## config.mk

```make
export PLATFORM = sky130hd
export DESIGN_NAME = fx_add_arbiter
export DESIGN_NICKNAME = d
export VERILOG_FILES = /design/src/rtl/fx_add_arbiter.sv
export SDC_FILE = /design/constraint.sdc
export NUM_CORES = 1
export LEC_CHECK = 0
export ABC_CLOCK_PERIOD_IN_PS = 4100
export CORE_ASPECT_RATIO = 1.5
export CORE_MARGIN = 5
export CORE_UTILIZATION = 51
export CTS_BUF_LIST = sky130_fd_sc_hd__clkbuf_4 sky130_fd_sc_hd__clkbuf_8
export CTS_CLUSTER_DIAMETER = 40
export DETAILED_ROUTE_END_ITERATION = 7
export PLACE_DENSITY = 0.84
export SLEW_MARGIN = 0
export SYNTH_ARGS = -nofsm -noshare
export SYNTH_HDL_FRONTEND = slang
export SYNTH_SLANG_ARGS = --single-unit
```

## constraint.sdc

```tcl
create_clock -name clk_in -period 4.1 [get_ports clk_in]
set_input_delay 1.025 -clock clk_in [delete_from_list [all_inputs] [get_ports clk_in]]
set_output_delay 1.025 -clock clk_in [all_outputs]
set_load 0.03 [all_outputs]
```

## src/rtl/fx_add_arbiter.sv

```systemverilog
// fx_add_arbiter: round-robin sharing of one sign-magnitude fixed-point adder
// between REQ requesters. The operands are registered at grant, the sum is
// registered one cycle later, and the sum is held until the consumer accepts it.
// Optional build macro: FX_ADD_ARB_SAT_EN (saturate to +/-max on magnitude overflow).
//
// state | meaning
// IDLE  | waiting for a request; req_ready_out grants combinationally
// CALC  | operands registered; sum and overflow registered on the next edge
// RESP  | rsp_valid_out asserted for id_q; sum held until rsp_ready_in
module fx_add_arbiter #(
  parameter int Q   = 15,
  parameter int N   = 32,
  parameter int REQ = 4
) (
  input  logic               clk_in,
  input  logic               rst_in,
  input  logic [REQ-1:0]     req_valid_in,
  output logic [REQ-1:0]     req_ready_out,
  input  logic [REQ*N-1:0]   summand_a_in,
  input  logic [REQ*N-1:0]   summand_b_in,
  output logic [REQ-1:0]     rsp_valid_out,
  input  logic               rsp_ready_in,
  output logic [N-1:0]       sum_out,
  output logic               ovf_out
);

  localparam int IDW = $clog2(REQ);

  // Q only describes where the binary point sits; the adder itself is
  // point-agnostic, so it just has to fit inside the magnitude field.
  if (Q >= N - 1) begin : g_bad_q
    $error("fx_add_arbiter: Q must be smaller than N-1");
  end
  if (REQ < 2 || REQ > 8) begin : g_bad_req
    $error("fx_add_arbiter: REQ must be in 2..8");
  end

  typedef enum logic [1:0] {IDLE, CALC, RESP} state_t;

  state_t         state;
  logic [IDW-1:0] last;
  logic [IDW-1:0] id_q;
  logic [N-1:0]   a_q;
  logic [N-1:0]   b_q;

  logic           grant_found;
  logic [IDW-1:0] grant_id;
  logic [N-1:0]   a_sel;
  logic [N-1:0]   b_sel;

  logic           sa;
  logic           sb;
  logic [N-2:0]   ma;
  logic [N-2:0]   mb;
  logic [N-1:0]   mag_sum;
  logic [N-2:0]   mag_res;
  logic           sign_res;
  logic           ovf_c;
  logic [N-1:0]   sum_c;

  // Round-robin search: first valid requester after the last one granted.
  always_comb begin
    int             idx;
    logic [IDW-1:0] idx_w;
    grant_found = 1'b0;
    grant_id    = '0;
    idx         = 0;
    idx_w       = '0;
    for (int k = 1; k <= REQ; k++) begin
      idx   = (int'(last) + k) % REQ;
      idx_w = IDW'(idx);
      if (!grant_found && req_valid_in[idx_w]) begin
        grant_found = 1'b1;
        grant_id    = idx_w;
      end
    end
  end

  // Operand mux for the requester being granted.
  always_comb begin
    a_sel = '0;
    b_sel = '0;
    for (int i = 0; i < REQ; i++) begin
      if (grant_id == IDW'(i)) begin
        a_sel = summand_a_in[i*N +: N];
        b_sel = summand_b_in[i*N +: N];
      end
    end
  end

  // Grant is only offered in IDLE and never while reset is being applied.
  always_comb begin
    req_ready_out = '0;
    if (state == IDLE && !rst_in && grant_found) begin
      req_ready_out = REQ'(1) << grant_id;
    end
  end

  // Sign-magnitude add on the registered operands; subtraction ties give +0.
  always_comb begin
    sa       = a_q[N-1];
    sb       = b_q[N-1];
    ma       = a_q[N-2:0];
    mb       = b_q[N-2:0];
    mag_sum  = {1'b0, ma} + {1'b0, mb};
    mag_res  = '0;
    sign_res = 1'b0;
    ovf_c    = 1'b0;
    if (sa == sb) begin
      mag_res  = mag_sum[N-2:0];
      sign_res = sa;
      ovf_c    = mag_sum[N-1];
    end else if (ma > mb) begin
      mag_res  = ma - mb;
      sign_res = sa;
    end else if (mb > ma) begin
      mag_res  = mb - ma;
      sign_res = sb;
    end
`ifdef FX_ADD_ARB_SAT_EN
    if (ovf_c) begin
      mag_res = '1;
    end
`else
    // Wrapped result passes through; a negative wrap may read as -0.
`endif
    sum_c = {sign_res, mag_res};
  end

  // Controller FSM with registered response outputs.
  always_ff @(posedge clk_in) begin
    if (rst_in) begin
      state         <= IDLE;
      last          <= IDW'(REQ - 1);
      id_q          <= '0;
      a_q           <= '0;
      b_q           <= '0;
      sum_out       <= '0;
      ovf_out       <= 1'b0;
      rsp_valid_out <= '0;
    end else begin
      case (state)
        IDLE: begin
          if (grant_found) begin
            a_q   <= a_sel;
            b_q   <= b_sel;
            id_q  <= grant_id;
            last  <= grant_id;
            state <= CALC;
          end
        end
        CALC: begin
          sum_out       <= sum_c;
          ovf_out       <= ovf_c;
          rsp_valid_out <= REQ'(1) << id_q;
          state         <= RESP;
        end
        RESP: begin
          if (rsp_ready_in) begin
            rsp_valid_out <= '0;
            state         <= IDLE;
          end
        end
        default: begin
          rsp_valid_out <= '0;
          state         <= IDLE;
        end
      endcase
    end
  end

endmodule

```

* Word-level counts from Yosys, hierarchy flattened
Index checks and enable logic that the tools add are counted.
** Storage, ports and cells
- Flip-flop bits (word level) :: 107
- Latch bits :: 0
- RAM bits :: 0
- Memory bits (read-only) :: 0
- Input bits :: 263
- Output and inout port bits :: 41
- Word-level logic and storage cells :: 83
- Memories :: 0
** Cells by class
- Add/sub/neg operators :: 7
- Multipliers :: 0
- Div/mod/pow operators :: 0
- Magnitude comparators :: 6
- Equal/unequal tests :: 8
- Shift operators :: 2
- Multiplexer cells :: 37
- Bitwise operators :: 1
- Reduce and logical (&&, ||, !) cells :: 14
** Operator list (count)
- $mux 32 :: 8
- $mux 31 :: 3
- $gt 31x31->1 :: 2
- $sub 31x31->31 :: 2
- $add 31x31->32 :: 1
- $lt 2x3->1 const B :: 4
- $mux 1 :: 12
- $mux 2 :: 6
- $pmux 4 s3 :: 1
- $bmux 1 s2 :: 4
- $mux 4 :: 2
- $shl 1x2->4 const A :: 2
- $eq 2x2->1 const B :: 3
- $pmux 2 s3 :: 1
- $reduce_and 2->1 :: 3
- $logic_and 1x1->1 :: 5
- $add 2x1->2 const B :: 2
- $add 2x2->2 const B :: 2
- $eq 2x1->1 const B :: 2
- $logic_not 1->1 :: 4
- $logic_not 2->1 :: 2
- $ne 2x2->1 const B :: 2
- $eq 1x1->1 :: 1
- $not 1->1 :: 1

* Longest topological paths before layout
Gate-level depths: netlist of the first run.
- Depth in word-level cells :: 18
- Gate-level depth with buffers :: 14

* Least setup slack after synthesis of the first run
Ideal clock, no wire load.
- Path type :: input port to output port
- Start :: in req_valid_in[0]
- End :: out req_ready_out[2]
- Arrival time :: 2.969 ns
- Setup slack :: 0.106 ns
- Stages on the path :: 8
- Buffers on the path :: 3
- Cells stage by stage :: a21oi_1 > a31oi_1 > o21ai_0 > o21ai_1 > clkbuf_1 > clkbuf_1 > buf_1 > nor4_1
** On the way
- Longest elaborated chain between the ends :: 14
- Elaborated cells on any way between the ends :: 25
** Ends and longest elaborated chain
- start: declaration :: RTL line 17 : input logic [REQ-1:0] req_valid_in,
- $bmux 1 s2 :: RTL line 72 : if (!grant_found && req_valid_in[idx_w]) begin
- $mux 1 (implied by the code) :: RTL line 72
- $mux 1 :: RTL line 72
- $logic_not 1->1 :: RTL line 72
- $logic_and 1x1->1 :: RTL line 72
- $mux 1 :: RTL line 72
- $logic_not 1->1 :: RTL line 72
- $logic_and 1x1->1 :: RTL line 72
- $mux 1 :: RTL line 72
- $logic_not 1->1 :: RTL line 72
- $logic_and 1x1->1 :: RTL line 72
- $mux 2 or $mux 1 (tied branches) :: RTL line 72
- $shl 1x2->4 or $logic_and 1x1->1 (tied branches) :: RTL line 95, 94
- $mux 4 * :: RTL line 94 : if (state == IDLE && !rst_in && grant_found) begin
- end: declaration :: RTL line 18 : output logic [REQ-1:0] req_ready_out,
Mark *: on every way between the ends. The rest lies on a longest branch, timed or not. The select of a mux whose other input is x is not followed.

* Final worst setup path of the first run
- Start :: in req_valid_in[0]
- End :: out req_ready_out[0]
The elaborated chain is that of the path after synthesis.

==> impl_metrics.env, run 1 <==
export IMPL_outcome="completed"
export IMPL_synth_area_per_cell_um2=6.92
export IMPL_clock_path_buffers=2
export IMPL_r2r_end="sum_out[22]"
export IMPL_clock_latency_ns=0.41
export IMPL_numClockSinks=107
export IMPL_seqCellArea_um2=2140
export IMPL_initial_core_util_pct=51.4
export IMPL_cp_arrival_ns=2.77
export IMPL_dp_cells=2153
export IMPL_endpoint="req_ready_out[0]"
export IMPL_ys_warn_count=0
export IMPL_synth_edf_count=0
export IMPL_synthArstFlopShare_pct=0
export IMPL_area_growth_pct=32.0
export IMPL_wirelength_um=44900
export IMPL_comb_power_share_pct=71.2
export IMPL_startpoint_type="input port"
export IMPL_antenna_found_initial=0
export IMPL_multiInputGateArea_um2=8420
export IMPL_path_cells="clkdlybuf4s50_1, a21oi_1, a31oi_1, o21ai_0, nor2b_4, nor4_1, buf_4"
export IMPL_fp_row_count=67
export IMPL_wl_per_cell_um=20.7
export IMPL_gp_congestion=1.02
export IMPL_synthCells=1643
export IMPL_hold_path_depth=2
export IMPL_fp_dieArea_um2=25400
export IMPL_n_fill_cell=2029
export IMPL_timing_final_crit_share_pct=92.6
export IMPL_cpMaxStageDelayCell="clkdlybuf4s50_1"
export IMPL_grt_pass1_wl_um=69000
export IMPL_startpoint="req_valid_in[0]"
export IMPL_rr_worst_depth=13
export IMPL_instances_no_fill=2169
export IMPL_grt_use_total_pct=33.3
export IMPL_maxSlewViolCount=0
export IMPL_postCtsHoldBufs=0
export IMPL_diodes=0
export IMPL_intPower_mw=3.37
export IMPL_synth_area_leaders="dfxtp_1, ha_1, a21oi_1, nand2_1, a211oi_1"
export IMPL_vdd_drop_max_mv=0.356
export IMPL_cap_violations=0
export IMPL_coreArea_um2=22100
export IMPL_yosys_most_used_dff="dfxtp_1"
export IMPL_path_class="in2out"
export IMPL_totalNegativeSetupSlack_ns=0
export IMPL_r2r_start="a_q[10]"
export IMPL_dr_first_iter_drc_count=1160
export IMPL_worst_path_max_fanout=4
export IMPL_cts_setup_buffers=0
export IMPL_synth_top_cell_by_area="dfxtp_1"
export IMPL_h_tree_depth=3
export IMPL_hold_viol=0
export IMPL_power_density_nw_per_um2=468
export IMPL_clockPowerShare_pct=9.1
export IMPL_hpwl_um=35100
export IMPL_timing_slew_headroom_pct=27.9
export IMPL_ioPinCount=304
export IMPL_crit_path_end_kind="primary output"
export IMPL_p_leak_nw=5.93
export IMPL_fin_skew_ns=0.0127
export IMPL_fmax_ghz=0.263
export IMPL_synthDominantCellAreaShare_pct=18.8
export IMPL_nets=2247
export IMPL_synth_area_um2=11400
export IMPL_layout_min_cycle_time_ns=3.80
export IMPL_place_port_buffers=303
export IMPL_route_detailed_drc=0
export IMPL_cts_repair_resized=0
export IMPL_worst_pin_slew_ns=1.08
export IMPL_finalSetupViolations=0
export IMPL_die_h_um=193
export IMPL_switching_share_pct=51.9
export IMPL_ys_types=75
export IMPL_max_stage_delay_ns=0.53
export IMPL_synth_seq_area_share_pct=18.8
export IMPL_die_w_um=132
export IMPL_seqPwrFrac_pct=19.7
export IMPL_path_clk_slew_ns=0.11
export IMPL_ant_nets=0
export IMPL_drtPass1Iterations=5
export IMPL_rsz0062_at_grt="false"
export IMPL_dr_total_vias=13700
export IMPL_grt_max_degree=135
export IMPL_synth_net_count=2002
export IMPL_reg2reg_slack_ns=0.42
export IMPL_p_switching_mw=3.64
export IMPL_grt_pass1_vias=12800
export IMPL_ys_ff_latch=107
export IMPL_grt_overflow=0
export IMPL_cts_root_buf="clkbuf_8"
export IMPL_drive_gt1_share_pct=5.71
export IMPL_min_path_type="reg2reg"
export IMPL_cp_required_ns=3.07
export IMPL_via_per_inst=6.32
export IMPL_cts_tree="built"
export IMPL_cts_buffers=9
final cells by class:
type                       count  area share, %
multi-input combinational   1306           56.1
timing repair buffer         361           23.6
sequential                   107           14.3
inverter                     103           2.58
tap                          276           2.30
clock buffer                  10          0.875
clock inverter                 6          0.317
registers in the layout (all words and copies together), names as in the netlist:
signal / count
b_q: 32
rsp_valid_out: 4
ovf_out: 1
id_q: 2
last: 2
a_q: 32
state: 2
sum_out: 32
power by group through the flow:
stage | Clock, mW | Combinational, mW | Sequential (mW)
floorplan | 0 | 3.06 | 1.46
global route | 0.699 | 5.33 | 1.41
CTS | 0.653 | 4.84 | 1.38
detailed placement | 0 | 4.82 | 1.41
finish | 0.641 | 5.00 | 1.38
global placement | 0 | 4.77 | 1.39
synthesized netlist by cell type, drive strengths merged, types with 5 or more instances:
cell and number:
o22ai 6, nand2b 13, clkbuf 104, a21oi 186, a31oi 14, a221oi 14
or2 7, dfxtp 107, nand4 13, o21ai 74, a311oi 66, nor2 163
o211ai 10, a211o 6, nand2 204, ha 93, nand3 18, or3 7
a22oi 5, nor2b 13, o31ai 13, a21o 16, nor4 7, o221ai 23
o21a 10, nor3b 7, a221o 21, and3 10, a2111oi 5, buf 23
o21bai 23, nor3 27, and2 74, xnor2 24, a211oi 82, inv 102
cells in the final DEF (no fill, tap or decap), types with 9 or more instances in the layout:
cell type	Yosys	final
and2_1	55	55
ha_1	93	93
a211oi_1	82	82
o211ai_1	10	10
o221ai_1	23	22
nor2_1	163	163
dfxtp_1	107	107
clkdlybuf4s50_1	0	298
nand2b_1	13	13
nand2_1	204	204
and2_0	19	19
nand3_1	18	18
nor2b_1	13	12
nand4_1	13	13
o21ai_0	57	57
and3_1	10	10
a21o_1	16	16
o31ai_1	12	12
a221o_1	21	21
inv_1	102	102
a31oi_1	14	14
a311oi_1	66	66
clkbuf_8	0	9
a21oi_1	185	185
a221oi_1	14	14
xnor2_1	24	23
o21bai_1	23	23
o21ai_1	16	15
buf_4	0	55
o21a_1	10	10
nor3_1	26	26
metal layers:
metal  wire length, um  vias to the layer above  global-route usage (%)
li1                  -                     6443                       -
met1             17800                     6376                    41.6
met2             21000                      748                    55.5
met3              3880                      147                    6.18
met4              2190                        0                    15.1
met5                 0                        -                       0
kinds of logic after synthesis:
logic type,after synthesis,share of synthesized area [%]
AO/OA/AOI/OAI,603,36.5
XOR/XNOR,26,2.00
adder cells (fa/ha/maj),96,10.8
multiplexers,4,0.352
flip-flops,107,18.8
AND/OR/NAND/NOR,577,23.8
buffers and inverters,230,7.76
worst min path at each step:
stage	startpoint	endpoint
after global placement	sum_out[15]	sum_out[15]
after global routing	sum_out[13]	sum_out[13]
after CTS	sum_out[18]	sum_out[18]
after detailed placement	sum_out[18]	sum_out[18]
final	sum_out[18]	sum_out[18]
after floorplan	b_q[0]	b_q[0]
through the flow:
step	total power [mW]	setup slack, ns	hold slack (ns)	cell area (um^2)	util [%]
6_report	7.02	0.301	0.453	15000	67.8
5_1_grt	7.43	0.194	0.475	15000	67.8
4_1_cts	6.87	0.292	0.457	15000	67.8
3_5_place_dp	6.23	0.305	0.442	14800	67.0
3_3_place_gp	6.16	0.293	0.435	14800	67.0
2_1_floorplan	4.52	0.106	0.512	11400	-
critical path, delay by kind of cell:
kind	cells	cell delay [ns]
buffers and inverters	2	0.77
AND/OR/NAND/NOR	2	0.57
AO/OA/AOI/OAI	3	0.41
No activity file was read; power rests on OpenSTA's default activity.
==> run 2, diff against run 1 <==
Settings changed: CELL_PAD_IN_SITES_DETAIL_PLACEMENT from default to 1, CELL_PAD_IN_SITES_GLOBAL_PLACEMENT from default to 1, CORE_UTILIZATION 51 to 36.
==> run 2 against run 1 <==
Compared with the run above: cell area grew 1.5%; worst hold slack is essentially flat; count of clock-buffer cells in the layout shrank 1; global-route usage shrank 5.2 points; wire length grew 15%; combinational power grew 0.8%; first-iteration DRC count shrank 24%; critical endpoint unchanged.
==> impl_metrics.env, run 2 (synthesis gave the netlist of run 1 again) <==
export IMPL_holdWs_ns=0.453
export IMPL_dr_first_iter_drc_count=877
export IMPL_drive_gt1_share_pct=5.81
export IMPL_cp_required_ns=3.07
export IMPL_cts_setup_buffers=0
export IMPL_n_fill_cell=3954
export IMPL_coreArea_um2=31100
export IMPL_clock_path_buffers=2
export IMPL_antenna_found_initial=3
export IMPL_hold_viol=0
export IMPL_cts_tree="built"
export IMPL_wl_per_cell_um=22.4
export IMPL_fp_dieArea_um2=35300
export IMPL_final_cell_mix="clkdlybuf4s50_1, nand2_1, a21oi_1, nor2_1, dfxtp_1"
export IMPL_cts_root_buf="clkbuf_8"
export IMPL_rsz0062_at_grt="false"
export IMPL_area_growth_pct=34.1
export IMPL_via_per_inst=6.00
export IMPL_layout_min_cycle_time_ns=3.96
export IMPL_maxSlewViolCount=0
export IMPL_crit_path_end_kind="primary output"
export IMPL_clockPowerShare_pct=10.8
export IMPL_comb_power_share_pct=69.8
export IMPL_top_regs="a_q (32), b_q (32), sum_out (32)"
export IMPL_grt_use_total_pct=28.1
export IMPL_gp_congestion=0.931
export IMPL_cts_buffers=9
export IMPL_die_w_um=155
export IMPL_timing_final_crit_share_pct=96.7
export IMPL_intPower_mw=3.49
export IMPL_h_tree_depth=3
export IMPL_p_leak_nw=5.97
export IMPL_p_switching_mw=3.73
export IMPL_worst_path_max_fanout=6
export IMPL_worst_pin_slew_ns=1.04
export IMPL_seqPwrFrac_pct=19.4
export IMPL_cap_violations=0
export IMPL_fin_skew_ns=0.0200
export IMPL_drtPass1Iterations=5
export IMPL_finalSetupViolations=0
export IMPL_switching_share_pct=51.7
export IMPL_dp_cells=2285
export IMPL_multiInputGateArea_um2=8420
export IMPL_clock_latency_ns=0.45
export IMPL_final_common_cell="clkdlybuf4s50_1"
export IMPL_initial_core_util_pct=36.5
export IMPL_grt_pass1_vias=14300
export IMPL_seqCellArea_um2=2140
export IMPL_grt_overflow=0
export IMPL_vdd_drop_max_mv=0.249
export IMPL_timing_slew_headroom_pct=30.2
export IMPL_route_detailed_drc=0
export IMPL_startpoint_type="input port"
export IMPL_path_class="in2out"
export IMPL_outcome="completed"
export IMPL_hpwl_um=41300
export IMPL_ant_nets=0
export IMPL_instances_no_fill=2303
export IMPL_min_path_type="reg2reg"
export IMPL_postLayoutSetupSlackWorst_ns=0.137
export IMPL_fmax_ghz=0.252
export IMPL_path_clk_slew_ns=0.09
export IMPL_cts_repair_resized=0
export IMPL_grt_max_degree=119
export IMPL_dr_total_vias=13800
export IMPL_nets=2250
export IMPL_wirelength_um=51500
export IMPL_fp_row_count=79
export IMPL_power_density_nw_per_um2=474
export IMPL_place_port_buffers=303
export IMPL_ioPinCount=304
export IMPL_die_h_um=228
export IMPL_numClockSinks=107
export IMPL_totalNegativeSetupSlack_ns=0
export IMPL_postCtsHoldBufs=0
export IMPL_cp_arrival_ns=2.94
export IMPL_grt_pass1_wl_um=79100
export IMPL_place_ws_ns=0.127
==> run 2: cell types whose count changed in the layout (fill, tap and decap cells not counted) <==
cell,delta
bufinv_16,+2
nor2b_2,+1
nor2b_1,-1
clkinv_4,+1
clkbuf_4,-1
clkinv_2,-1
diode_2,+4
buf_4,+4
buf_2,-1
inv_6,-2
clkinvlp_4,-1
==> run 2: routing by layer <==
layer / up-vias / track usage (%) / part of all wire, %
met2: 505 / 48.1 / 49
met4: 0 / 14.7 / 4.9
met3: 138 / 3.98 / 5.6
met5: - / 0 / 0
met1: 6699 / 34.1 / 41
li1: 6466 / - / -
==> run 2: final timing paths <==
path,end,cells after the start,from,slack [ns]
setup reg to reg,sum_out[27],11,a_q[2],0.42
setup / recovery,req_ready_out[0],7,req_valid_in[0],0.14
hold reg to reg,sum_out[18],2,sum_out[18],0.45
hold / removal,sum_out[18],2,sum_out[18],0.45
==> run 2: through the flow <==
stage	area [um^2]	total power [mW]	util [%]
6_report	15200	7.22	48.9
2_1_floorplan	11400	4.52	-
4_1_cts	15200	7.16	48.9
3_5_place_dp	15000	6.36	48.2
5_1_grt	15200	7.69	48.9
3_3_place_gp	15000	6.23	48.2
==> run 2: power by group through the flow <==
stage / registers, mW / logic [mW] / clock network [mW]
global route: 1.43 / 5.43 / 0.830
detailed placement: 1.43 / 4.93 / 0
finish: 1.40 / 5.04 / 0.779
global placement: 1.41 / 4.82 / 0
floorplan: 1.46 / 3.06 / 0
CTS: 1.40 / 4.95 / 0.801
==> run 2: final cells by class <==
class	instances	share of cell area [%]
multi-input combinational	1306	55.2
sequential	107	14.1
timing repair buffer	364	23.4
tap	405	3.33
clock buffer	9	0.813
antenna	4	0.0657
clock inverter	5	0.567
inverter	103	2.54
==> run 2: worst max-delay path: stages <==
cell	delay, ns
clkdlybuf4s50_1	0.58
a21oi_1	0.10
a31oi_1	0.14
o21ai_0	0.21
nor2b_4	0.23
nor4_1	0.40
buf_4	0.25
